$ cat src/rtl/capture_ctrl.sv
// capture_ctrl: pre/post-trigger RAM capture sequencer; optional auto-trigger when CAPTURE_AUTO_TRIG_EN is defined
module capture_ctrl #(
  parameter int AUTO_TIMEOUT = 1024
) (
  input  logic       clk,
  input  logic       rst_n,
  input  logic       capture_start,
  input  logic       stop,
  input  logic       dump_done,
  input  logic       trig_in,
  input  logic       trig_edge,
  input  logic [8:0] trig_pos,
  input  logic [3:0] decim,
  output logic       we,
  output logic       cap_en,
  output logic [8:0] cap_addr,
  output logic [8:0] trace_end,
  output logic       capture_done,
  output logic       armed,
  output logic       triggered,
  output logic       auto_trig
);
  typedef enum logic [2:0] {IDLE, PRE, ARMED, POST, DONE} state_t;
  state_t state, nxt;
  logic [8:0] tp;
  logic [3:0] dc;
  logic [14:0] dcnt;
  logic [8:0] pre_cnt;
  logic [9:0] post_cnt;
  logic s1, s2, h, ep;
  logic active, strobe, wr, pre_last, post_last, edge_hit, timeout;
  assign active = state == PRE || state == ARMED || state == POST;
  assign strobe = active && dcnt == (15'd1 << dc) - 15'd1;
  // stop suppresses the write in its own cycle so cap_addr and trace_end hold
  assign wr = strobe && !stop;
  assign pre_last = wr && state == PRE && pre_cnt == tp - 9'd1;
  assign post_last = wr && state == POST && post_cnt == 10'd511 - {1'b0, tp};
  assign edge_hit = state == ARMED && ep;
`ifdef CAPTURE_AUTO_TRIG_EN
  localparam int AW = $clog2(AUTO_TIMEOUT + 1);
  logic [AW-1:0] acnt;
  logic auto_q;
  assign timeout = state == ARMED && strobe && acnt == AW'(AUTO_TIMEOUT - 1);
  assign auto_trig = auto_q;
  always_ff @(posedge clk) begin
    acnt <= (!rst_n || state != ARMED) ? '0 : strobe ? acnt + 1'b1 : acnt;
    auto_q <= (!rst_n || nxt == IDLE) ? 1'b0 : (timeout && !edge_hit) ? 1'b1 : auto_q;
  end
`else
  assign timeout = 1'b0;
  assign auto_trig = 1'b0;
`endif
  always_ff @(posedge clk) begin
    if (!rst_n) state <= IDLE;
    else state <= nxt;
  end
  always_comb begin
    nxt = state;
    case (state)
      IDLE:    nxt = capture_start ? (trig_pos == 9'd0 ? ARMED : PRE) : IDLE;
      PRE:     nxt = pre_last ? ARMED : PRE;
      ARMED:   nxt = (edge_hit || timeout) ? POST : ARMED;
      POST:    nxt = post_last ? DONE : POST;
      DONE:    nxt = dump_done ? IDLE : DONE;
      default: nxt = IDLE;
    endcase
    if (stop) nxt = IDLE;
  end
  always_comb begin
    we = active;
    cap_en = wr;
    armed = state == ARMED;
    triggered = state == POST || state == DONE;
    capture_done = state == DONE;
  end
  always_ff @(posedge clk) begin
    if (!rst_n) begin
      tp <= '0;
      dc <= '0;
      dcnt <= '0;
      pre_cnt <= '0;
      post_cnt <= '0;
      cap_addr <= '0;
      trace_end <= '0;
      {s1, s2, h, ep} <= '0;
    end else begin
      if (state == IDLE && capture_start) begin
        tp <= trig_pos;
        dc <= decim;
        dcnt <= '0;
      end else if (active) dcnt <= strobe ? '0 : dcnt + 15'd1;
      pre_cnt <= state != PRE ? '0 : wr ? pre_cnt + 9'd1 : pre_cnt;
      post_cnt <= state != POST ? '0 : wr ? post_cnt + 10'd1 : post_cnt;
      if (wr) cap_addr <= cap_addr + 9'd1;
      if (post_last) trace_end <= cap_addr;
      s1 <= trig_in;
      s2 <= s1;
      h <= s2;
      ep <= trig_edge ? (s2 & ~h) : (~s2 & h);
    end
  end
endmodule

$ cat config.mk
export PLATFORM = sky130hd
export DESIGN_NAME = capture_ctrl
export DESIGN_NICKNAME = d
export VERILOG_FILES = /design/src/rtl/capture_ctrl.sv
export SDC_FILE = /design/constraint.sdc
export NUM_CORES = 1
export LEC_CHECK = 0
export BUFFER_PORTS_ARGS = -buffer_cell sky130_fd_sc_hd__buf_2
export CAP_MARGIN = 20
export CORE_MARGIN = 2
export CORE_UTILIZATION = 53
export DETAILED_ROUTE_END_ITERATION = 8
export GPL_TIMING_DRIVEN = 0
export PLACE_DENSITY = 0.76
export SETUP_SLACK_MARGIN = 0.3
export SYNTH_ARGS = -nofsm -noshare
export SYNTH_HDL_FRONTEND = slang
export SYNTH_SLANG_ARGS = --single-unit
$ cat constraint.sdc
create_clock -name clk -period 3 [get_ports clk]
set_input_delay 0.3 -clock clk [delete_from_list [all_inputs] [get_ports clk]]
set_output_delay 0.3 -clock clk [all_outputs]
set_load 0.02 [all_outputs]
==> flow_summary.ini, run 1 <==
[drt]
first_pass_iters = 6
ant_nets = 0
wl_per_cell_um = 17.1
remaining_drc_errors = 0
via_count = 4082
vias_per_cell = 5.99
drtIter0Drc = 444
wl_um = 11600

[clock_network]
cts_root_buffer = clkbuf_8
tritoncts = done
cts_sinks = 72
cts.clk_slew.worst_paths_ps = 80
cts_buffers = 9
cts_max_path_buffers = 2
htreeDepth = 3
clk_latency_ps = 360

[run]
max-cap-violations = 0

[logic_synthesis]
synthCells = 500
async_flop_share_pct = 0
yosys-top-cells-area = dfxtp_1, xnor2_1, a21oi_1
synth_top_area_share_pct = 36.1
synth_top_area_cell = dfxtp_1
synth-edff-count = 0
yosysWarnings = 0
netlist_area_um2 = 3990
synth.avg_cell_area_um2 = 7.99
ys.flop_type = dfxtp_1
syn_nets = 526
yosysSeqAreaShare_pct = 36.1
synth_cell_types = 57
synth-seq-cells = 72

[status]
status = complete, but fails checks
violations = negative setup slack

[floorplan]
num_rows = 31
design.portCount = 44
die_w_um = 90.8
dieHeight_um = 90.8
die-area_um2 = 8250
initial_utilization_pct = 54.8
design.core.area_um2 = 7290

[timing]
period_share_pct = 113
fin_skew_ps = 7.10
slew_headroom_pct = 51.2
setup_viol = 36
hold_viol_final = 0
post-route-min-period_ps = 3380
rsz0062_at_grt = yes
fmax_mhz = 296
tightest_slew_ps = 726
maxSlewViolCount = 0
fin_ws_ps = -377

[setup_path]
critPathMaxStageDelay_ps = 570
start_kind = flip-flop
cp_max_fo = 6
cp_slowest_cell = or4_4
crit_chain = or4_4 -> ha_4 -> buf_8 -> or3_4 -> a21o_1 -> o211ai_1 -> and4_1 -> nand3_2 -> buf_6 -> buf_12 -> inv_4 -> buf_6
critical_path_class = flip-flop to output pin
crit_arrival_ps = 3080
critical_path.endpoint_type = output pin
crit_required_ps = 2700
path_buf_inv = 5
critPathTopFamily = simple AND/OR/NAND/NOR gates
cpMostUsedCell = buf_6

[power_and_ir_drop]
cellPowerDensity_nw_per_um2 = 414
p_leak_nw = 1.82
max-vdd-ir-drop_mv = 0.291
finalPower_mw = 2.12

[place]
dpl_cell_area_um2 = 4380
pre_cts_ws_ps = -401
dp_hpwl_um = 7410
port_buffers = 41
place_congestion = 0.926

[cells_and_area]
area_growth_pct = 27.9
layout-drive-gt1-share_pct = 25.4
design_area_um2 = 5110
n_antenna_cell = 0
final_nets = 604
finalCoreUtilization_pct = 70.0

[grt]
grtUsageTotal_pct = 26.8
grt_pass1_wl_um = 17900
grt_pass1_vias = 3698
grt_max_degree = 14
grt-ovfl-total = 0
grt_antenna_before_repair = 0

[hold_path]
hp-class = primary input to flip-flop
registers in the layout (all words and copies together) (netlist names), 3 cells and up:
register	flops
tp	9
trace_end	9
dcnt	15
post_cnt	10
state	3
dc	4
cap_addr	9
pre_cnt	9
per-layer routing:
layer  up-vias  GRT usage, %  routed length [µm]
met4         0          9.22                 207
met1      1926          34.3                4920
li1       1931             -                   -
met5         -             0                   0
met2       197          43.3                5550
met3        28          7.60                 960
synthesized netlist by cell type (4+ instances only):
master    instances
xor2_1           15
nand2_1          51
a21oi_1          41
o21ai_0          20
or3_1            17
and3_1            6
nor2b_1           6
o31ai_1           9
or4_1            10
dfxtp_1          72
nor4_1            7
mux2i_1          15
buf_2             8
ha_1              6
nor3_1            8
clkbuf_1         17
nand3b_1          4
inv_1            14
xnor2_1          27
nand3_1          22
nor2_1           52
and2_1            4
nand4_1          17
kinds of logic (layout without fill, tap and decap cells):
kind of cell             Yosys count  in the layout  synth area share, %
buffers and inverters             45            128                 4.86
other                              1              1               0.0939
adder cells (fa/ha/maj)            7              7                 2.13
AND/OR/NAND/NOR                  222            222                 29.1
AO/OA/AOI/OAI                     96             96                 14.7
multiplexers                      15             15                 3.76
XOR/XNOR                          42             42                 9.21
flip-flops                        72             72                 36.1
power breakdown:
part	internal, mW	leakage [nW]	switching [mW]
sequential	0.968	0.584	0.0161
clock	0.387	0.0851	0.409
combinational	0.154	1.15	0.181
total	1.51	1.82	0.607
area by class of cell:
cell class / instances / area [µm²]
inverter: 15 / 58.8
clock buffer: 10 / 128
tap: 99 / 124
timing repair buffer: 67 / 442
fill: 555 / 2190
sequential: 72 / 1450
clock inverter: 6 / 68.8
multi-input combinational: 383 / 2620
buffer: 30 / 220
final timing paths:
check             cells after the start  slack [ps]          end    start
setup / recovery                     12        -380       cap_en    dc[3]
hold / removal                        2         150           s1  trig_in
setup reg to reg                     12        -350  post_cnt[9]    dc[3]
hold reg to reg                       1         430           s2       s1
what timing repair did:
action | in CTS | in global routing
resized for setup | 40 | 39
pin swaps | 21 | 21
endpoints found under the hold margin | 0 | 0
buffers inserted | 16 | 6
hold buffers | 0 | 0
setup endpoints to repair | 56 | 56
cloned | 1 | 2
stage by stage:
stage / TNS (ps) / std cells / hold WS, ps
5_1_grt: -11170 / 682 / 173
6_report: -7670 / 682 / 152
3_3_place_gp: -6790 / 640 / 416
3_5_place_dp: -8820 / 640 / 419
4_1_cts: -7680 / 673 / 155
2_1_floorplan: 0 / 500 / 412
cell usage in the layout (no fill, tap or decap), types with 3 or more instances in the layout:
| cell | synthesis | final |
|---|---|---|
| a21oi_1 | 41 | 32 |
| a21oi_2 | 0 | 9 |
| and2_1 | 4 | 4 |
| and3_1 | 6 | 6 |
| and4_1 | 3 | 3 |
| buf_2 | 8 | 43 |
| buf_4 | 2 | 18 |
| buf_6 | 1 | 14 |
| clkbuf_1 | 17 | 15 |
| clkbuf_8 | 0 | 10 |
| clkinvlp_4 | 0 | 4 |
| dfxtp_1 | 72 | 70 |
| ha_1 | 6 | 5 |
| inv_1 | 14 | 13 |
| mux2i_1 | 15 | 14 |
| nand2_1 | 51 | 50 |
| nand3_1 | 22 | 20 |
| nand3b_1 | 4 | 4 |
| nand4_1 | 17 | 17 |
| nor2_1 | 52 | 50 |
| nor2b_1 | 6 | 6 |
| nor3_1 | 8 | 7 |
| nor3b_1 | 3 | 3 |
| nor4_1 | 7 | 5 |
| nor4_4 | 0 | 3 |
| o2111ai_1 | 3 | 3 |
| o21ai_0 | 20 | 13 |
| o21ai_1 | 0 | 5 |
| o31ai_1 | 9 | 5 |
| o31ai_2 | 0 | 3 |
| or3_1 | 17 | 12 |
| or3_4 | 0 | 5 |
| or4_1 | 10 | 6 |
| or4_4 | 0 | 4 |
| xnor2_1 | 27 | 25 |
| xor2_1 | 15 | 15 |
Power figures use the tool's default switching activity.
==> run 2, diff against run 1 <==
- ABC_AREA: unset -> 1
- CORE_UTILIZATION: 53 -> 54
- PLACE_DENSITY: 0.76 -> 0.77
- SETUP_SLACK_MARGIN: 0.3 -> unset
==> flow_summary.ini, run 2 <==
[status]
status = finished, final reports clean

[setup_path]
start_kind = flip-flop
cp_max_fo = 8
crit_arrival_ps = 2510
crit_chain = buf_2 -> nor2_4 -> nand2_1 -> ha_1 -> inv_2 -> nand2_1 -> nand2_1 -> nand2_1 -> a21oi_1 -> nand3_1 -> nor2_4 -> nand3_2 -> inv_4 -> buf_2
critical_path_class = flip-flop to output pin
cpMostUsedCell = nand2_1
critPathMaxStageDelay_ps = 300
cp_slowest_cell = dfxtp_1
critical_path.endpoint_type = output pin
crit_required_ps = 2700

[clock_network]
cts.clk_slew.worst_paths_ps = 90
cts_sinks = 72
cts_max_path_buffers = 2
clk_latency_ps = 360
cts_root_buffer = clkbuf_8
tritoncts = done
cts_buffers = 9
htreeDepth = 3

[timing]
holdWs_ps = 119
hold_viol_final = 0
rsz0062_at_grt = no
fin_skew_ps = 15.8
period_share_pct = 93.6
setup_viol = 0
tightest_slew_ps = 579
post-route-min-period_ps = 2810
maxSlewViolCount = 0
slew_headroom_pct = 61.4
fmax_mhz = 356
fin_tns_setup_ps = 0

[drt]
ant_nets = 0
met2_wirelength_um = 5200
drtIter0Drc = 307
wl_per_cell_um = 13.5
wl_met1_um = 5000
first_pass_iters = 5
maxUsedRoutingLayer = met4
wl_um = 11400
remaining_drc_errors = 0
met3WireLength_um = 895
via_count = 4486
vias_per_cell = 5.33

[logic_synthesis]
synth_adder_area_share_pct = 1.76
yosys.area_share.simple_pct = 36.2
synthCells = 680
synth_xor_area_share_pct = 6.88
ys.flop_type = dfxtp_1
yosysSeqAreaShare_pct = 33.7
netlist_area_um2 = 4280
synth-edff-count = 0
synth_top_area_cell = dfxtp_1
yosysWarnings = 0
synth_top_area_share_pct = 33.7
yosysMostFrequentCell = nand2_1
synth_common_cells = nand2_1, inv_1, nor2_1
async_flop_share_pct = 0
synth_cell_types = 35
synth-seq-cells = 72
synth_top_family_by_area = simple AND/OR/NAND/NOR gates
syn_nets = 706
synthMuxAreaShare_pct = 0
synth.avg_cell_area_um2 = 6.29
yosys-top-cells-area = dfxtp_1, nand2_1, inv_1
synth-compound-area-share_pct = 11.3

[power_and_ir_drop]
cellPowerDensity_nw_per_um2 = 419
max-vdd-ir-drop_mv = 0.254
p_leak_nw = 2.21

[grt]
grt_pass1_vias = 4207
grt-ovfl-total = 0
grt_pass1_wl_um = 19100
grtUsageTotal_pct = 28.0
grt_max_degree = 15
grt_antenna_before_repair = 0

[floorplan]
design.core.area_um2 = 7690
die-area_um2 = 8650
design.portCount = 44
initial_utilization_pct = 55.6
dieHeight_um = 93.0
die_w_um = 93.0
num_rows = 32

[cells_and_area]
area_growth_pct = 12.8
layout-drive-gt1-share_pct = 11.2
final_common_cell = nand2_1
n_antenna_cell = 0
nFillCells = 739
largest_reg_flops = 15
reg.largest.list = dcnt: 15 flops, post_cnt: 10 flops
regMostFlops = dcnt
layout_common_cells = nand2_1, inv_1, nor2_1
final_nets = 761

[run]
max-cap-violations = 0

[place]
dp_hpwl_um = 8770
port_buffers = 42
place_congestion = 0.923

[hold_path]
hp-class = primary input to flip-flop
==> run 2: power by group <==
group	switching [mW]	leakage, nW	internal, mW
clock	0.418	0.0862	0.307
combinational	0.202	1.54	0.104
sequential	0.0206	0.584	0.972
total	0.640	2.21	1.38
==> run 2: critical path: cells and delay by family, from the launching register on <==
kind	cells	cell delay, ps
simple gates	8	860
flops	1	300
fa+ha+maj	1	270
compound gates	1	180
buf+inv	4	540
==> run 2: kinds of logic after synthesis <==
kind of cell | after synthesis
simple gates | 368
compound gates | 92
buf+inv | 109
fa+ha+maj | 6
xor+xnor | 32
other cells | 1
flops | 72
==> run 2: worst paths after layout <==
check           from         end  slack (ps)  cells after the start
max            dc[2]      cap_en         190                     14
min reg2reg       s1          s2         420                      2
min          trig_in          s1         120                      3
max reg2reg    dc[2]  pre_cnt[6]         370                     12
==> run 2: layout make-up <==
type                    count  area, µm²  area share [%]
multi-input cells         499       2420            50.1
flip-flops and latches     72       1440            29.9
inverters                  95        362            7.49
repair buffers             44        225            4.67
well taps                 102        128            2.65
clock buffers               9        124            2.57
plain buffers              14       72.6            1.50
clock inverters             7       55.1            1.14
==> run 2: repair_timing <==
item / 4_1_cts / 5_1_grt
buffers inserted: 1 / 1
hold buffers: 0 / 0
gates resized for setup: 1 / 5
endpoints found under the setup margin: 1 / 5
pin swaps: 0 / 1
==> run 2: metrics by stage <==
step | power (mW) | setup slack, ps | area (µm²) | util (%) | cells
final | 2.02 | 193 | 4820 | 62.8 | 842
after global routing | 2.12 | 14.7 | 4820 | 62.8 | 842
after detailed placement | 1.31 | 306 | 4610 | 60.0 | 824
after floorplan | 1.23 | 851 | 4280 | - | 680
after CTS | 2.03 | 12.1 | 4800 | 62.5 | 841
after global placement | 1.30 | 345 | 4610 | 60.0 | 824
==> run 2: per-layer routing <==
layer	vias to the layer above	GRT usage, %
li1	2271	-
met1	2009	36.2
met2	177	45.6
met3	29	4.43
met4	0	13.4
met5	-	0
==> run 3, diff against run 2 <==
- ABC_AREA: 1 -> unset
- CORE_UTILIZATION: 54 -> 53
- PLACE_DENSITY: 0.77 -> 0.76
==> flow_summary.ini, run 3 (synthesized netlist as in run 1, its figures left out) <==
[cells_and_area]
layout-drive-gt1-share_pct = 24.6
reg.largest.list = dcnt: 15 flops, post_cnt: 10 flops
layout_common_cells = dfxtp_1, nor2_1, nand2_1
largest_reg_flops = 15
regMostFlops = dcnt
n_antenna_cell = 0
finalCoreUtilization_pct = 69.1
layoutNonFillerInstCount = 681
area_growth_pct = 26.2
final_common_cell = dfxtp_1
final_nets = 603

[setup_path]
cp_slowest_cell = or4_4
crit_required_ps = 3280
path_buf_inv = 3
critPathMaxStageDelay_ps = 560
critPathTopFamily = simple AND/OR/NAND/NOR gates
cp-startpoint = dc[1]
timing.rr.end = post_cnt[9]
worstReg2RegStart = dc[1]
cp_max_fo = 10
start_kind = flip-flop
crit_end = post_cnt[9]
crit_chain = or4_4 -> ha_4 -> buf_8 -> or3_4 -> a21o_1 -> o211ai_1 -> and4_1 -> nand3_2 -> buf_4 -> buf_6 -> or4_1 -> a21oi_1
rrSetupSlack_ps = -420
cp.depth = 12
critical_path_class = flip-flop to flip-flop
crit_arrival_ps = 3700
reg2reg_depth = 12
critical_path.endpoint_type = flip-flop

[grt]
grt_pass1_wl_um = 17800
grt_antenna_before_repair = 0
grt_max_degree = 15
grt-ovfl-total = 0
grtUsageTotal_pct = 26.5
grt_pass1_vias = 3772

[hold_path]
hp-start = trig_in
hp-class = primary input to flip-flop

[timing]
slew_headroom_pct = 23.6
rsz0062_at_grt = yes
setup_viol = 41
fin_skew_ps = 7.45
maxSlewViolCount = 0
post-route-min-period_ps = 3420
tightest_slew_ps = 1130
fmax_mhz = 293
hold_viol_final = 0
fin_ws_ps = -415
period_share_pct = 114

[run]
max-cap-violations = 0

[floorplan]
dieHeight_um = 90.8
die_w_um = 90.8
num_rows = 31
die-area_um2 = 8250
design.core.area_um2 = 7290
design.portCount = 44
initial_utilization_pct = 54.8

[drt]
via_count = 4167
vias_per_cell = 6.12
ant_nets = 0
drtIter0Drc = 318
wl_um = 11700
first_pass_iters = 5
wl_per_cell_um = 17.2
remaining_drc_errors = 0

[place]
place_inst = 640
port_buffers = 41
dp_hpwl_um = 7550
place_congestion = 0.959

[clock_network]
tritoncts = done
htreeDepth = 3
cts_root_buffer = clkbuf_8
cts_buffers = 9
holdBufCountCts = 0
cts.clk_slew.worst_paths_ps = 90
clk_latency_ps = 350
cts_max_path_buffers = 2
cts_sinks = 72

[status]
violations = negative setup slack
status = complete, but fails checks

[power_and_ir_drop]
max-vdd-ir-drop_mv = 0.249
cellPowerDensity_nw_per_um2 = 416
p_leak_nw = 1.82
finalPower_mw = 2.10
## run 3: cell count changes in the layout (fill, tap and decap cells not counted), moves of 16 or more
cell,change
nor2_1,-33
nand3_1,-29
a21oi_1,-17
nand2_1,-140
buf_4,+16
inv_1,-76
## run 3: metal layers
layer | global-route usage [%] | up-vias | part of all wire (%)
li1 | - | 1937 | -
met1 | 35.3 | 1959 | 41
met2 | 42.7 | 238 | 48
met3 | 5.51 | 33 | 8.7
met4 | 9.60 | 0 | 2.5
met5 | 0 | - | 0
## run 3: through the flow
| stage | cell area, µm² | worst slack, ps | setup TNS (ps) | hold WS (ps) |
|---|---|---|---|---|
| 6_report | 5040 | -415 | -9410 | 153 |
| 3_3_place_gp | 4350 | -400 | -10530 | 416 |
| 5_1_grt | 5040 | -487 | -13520 | 141 |
| 2_1_floorplan | 4030 | 1.06 | 0 | 412 |
| 4_1_cts | 4760 | -322 | -4650 | 147 |
| 3_5_place_dp | 4350 | -434 | -13560 | 425 |
## run 3: worst min-delay path by stage
stage,depth (start not counted),slack (ps),to
3_5_place_dp,1,430,s2
3_3_place_gp,1,420,s2
4_1_cts,2,150,s1
5_1_grt,2,140,s1
6_report,2,150,s1
2_1_floorplan,1,410,s2
## run 3: area by class of cell
cell class                      instances  area (µm²)
Buffer                                 29         196
Clock buffer                            9         124
Clock inverter                          7        78.8
Fill cell                             609        2250
Inverter                               15        56.3
Multi-Input combinational cell        383        2570
Sequential cell                        72        1450
Tap cell                               99         124
Timing Repair Buffer                   67         445
## run 3: worst register-to-register path: stages (launching register included)
cell and delay [ps]:
dfxtp_4 360, or4_4 570, ha_4 190, buf_8 120, or3_4 320, a21o_1 180
o211ai_1 150, and4_1 300, nand3_2 130, buf_4 180, buf_6 130, or4_1 540
a21oi_1 170
## run 3: power breakdown
group          switching (mW)  leakage (nW)  internal (mW)
sequential             0.0150         0.584          0.968
combinational           0.174          1.14          0.140
clock                   0.408        0.0925          0.391
## run 3: what timing repair did
item,CTS,global route
buffers inserted,12,10
setup endpoints to repair,51,52
resized for setup,34,46
gates cloned,1,3
pin swaps,20,21
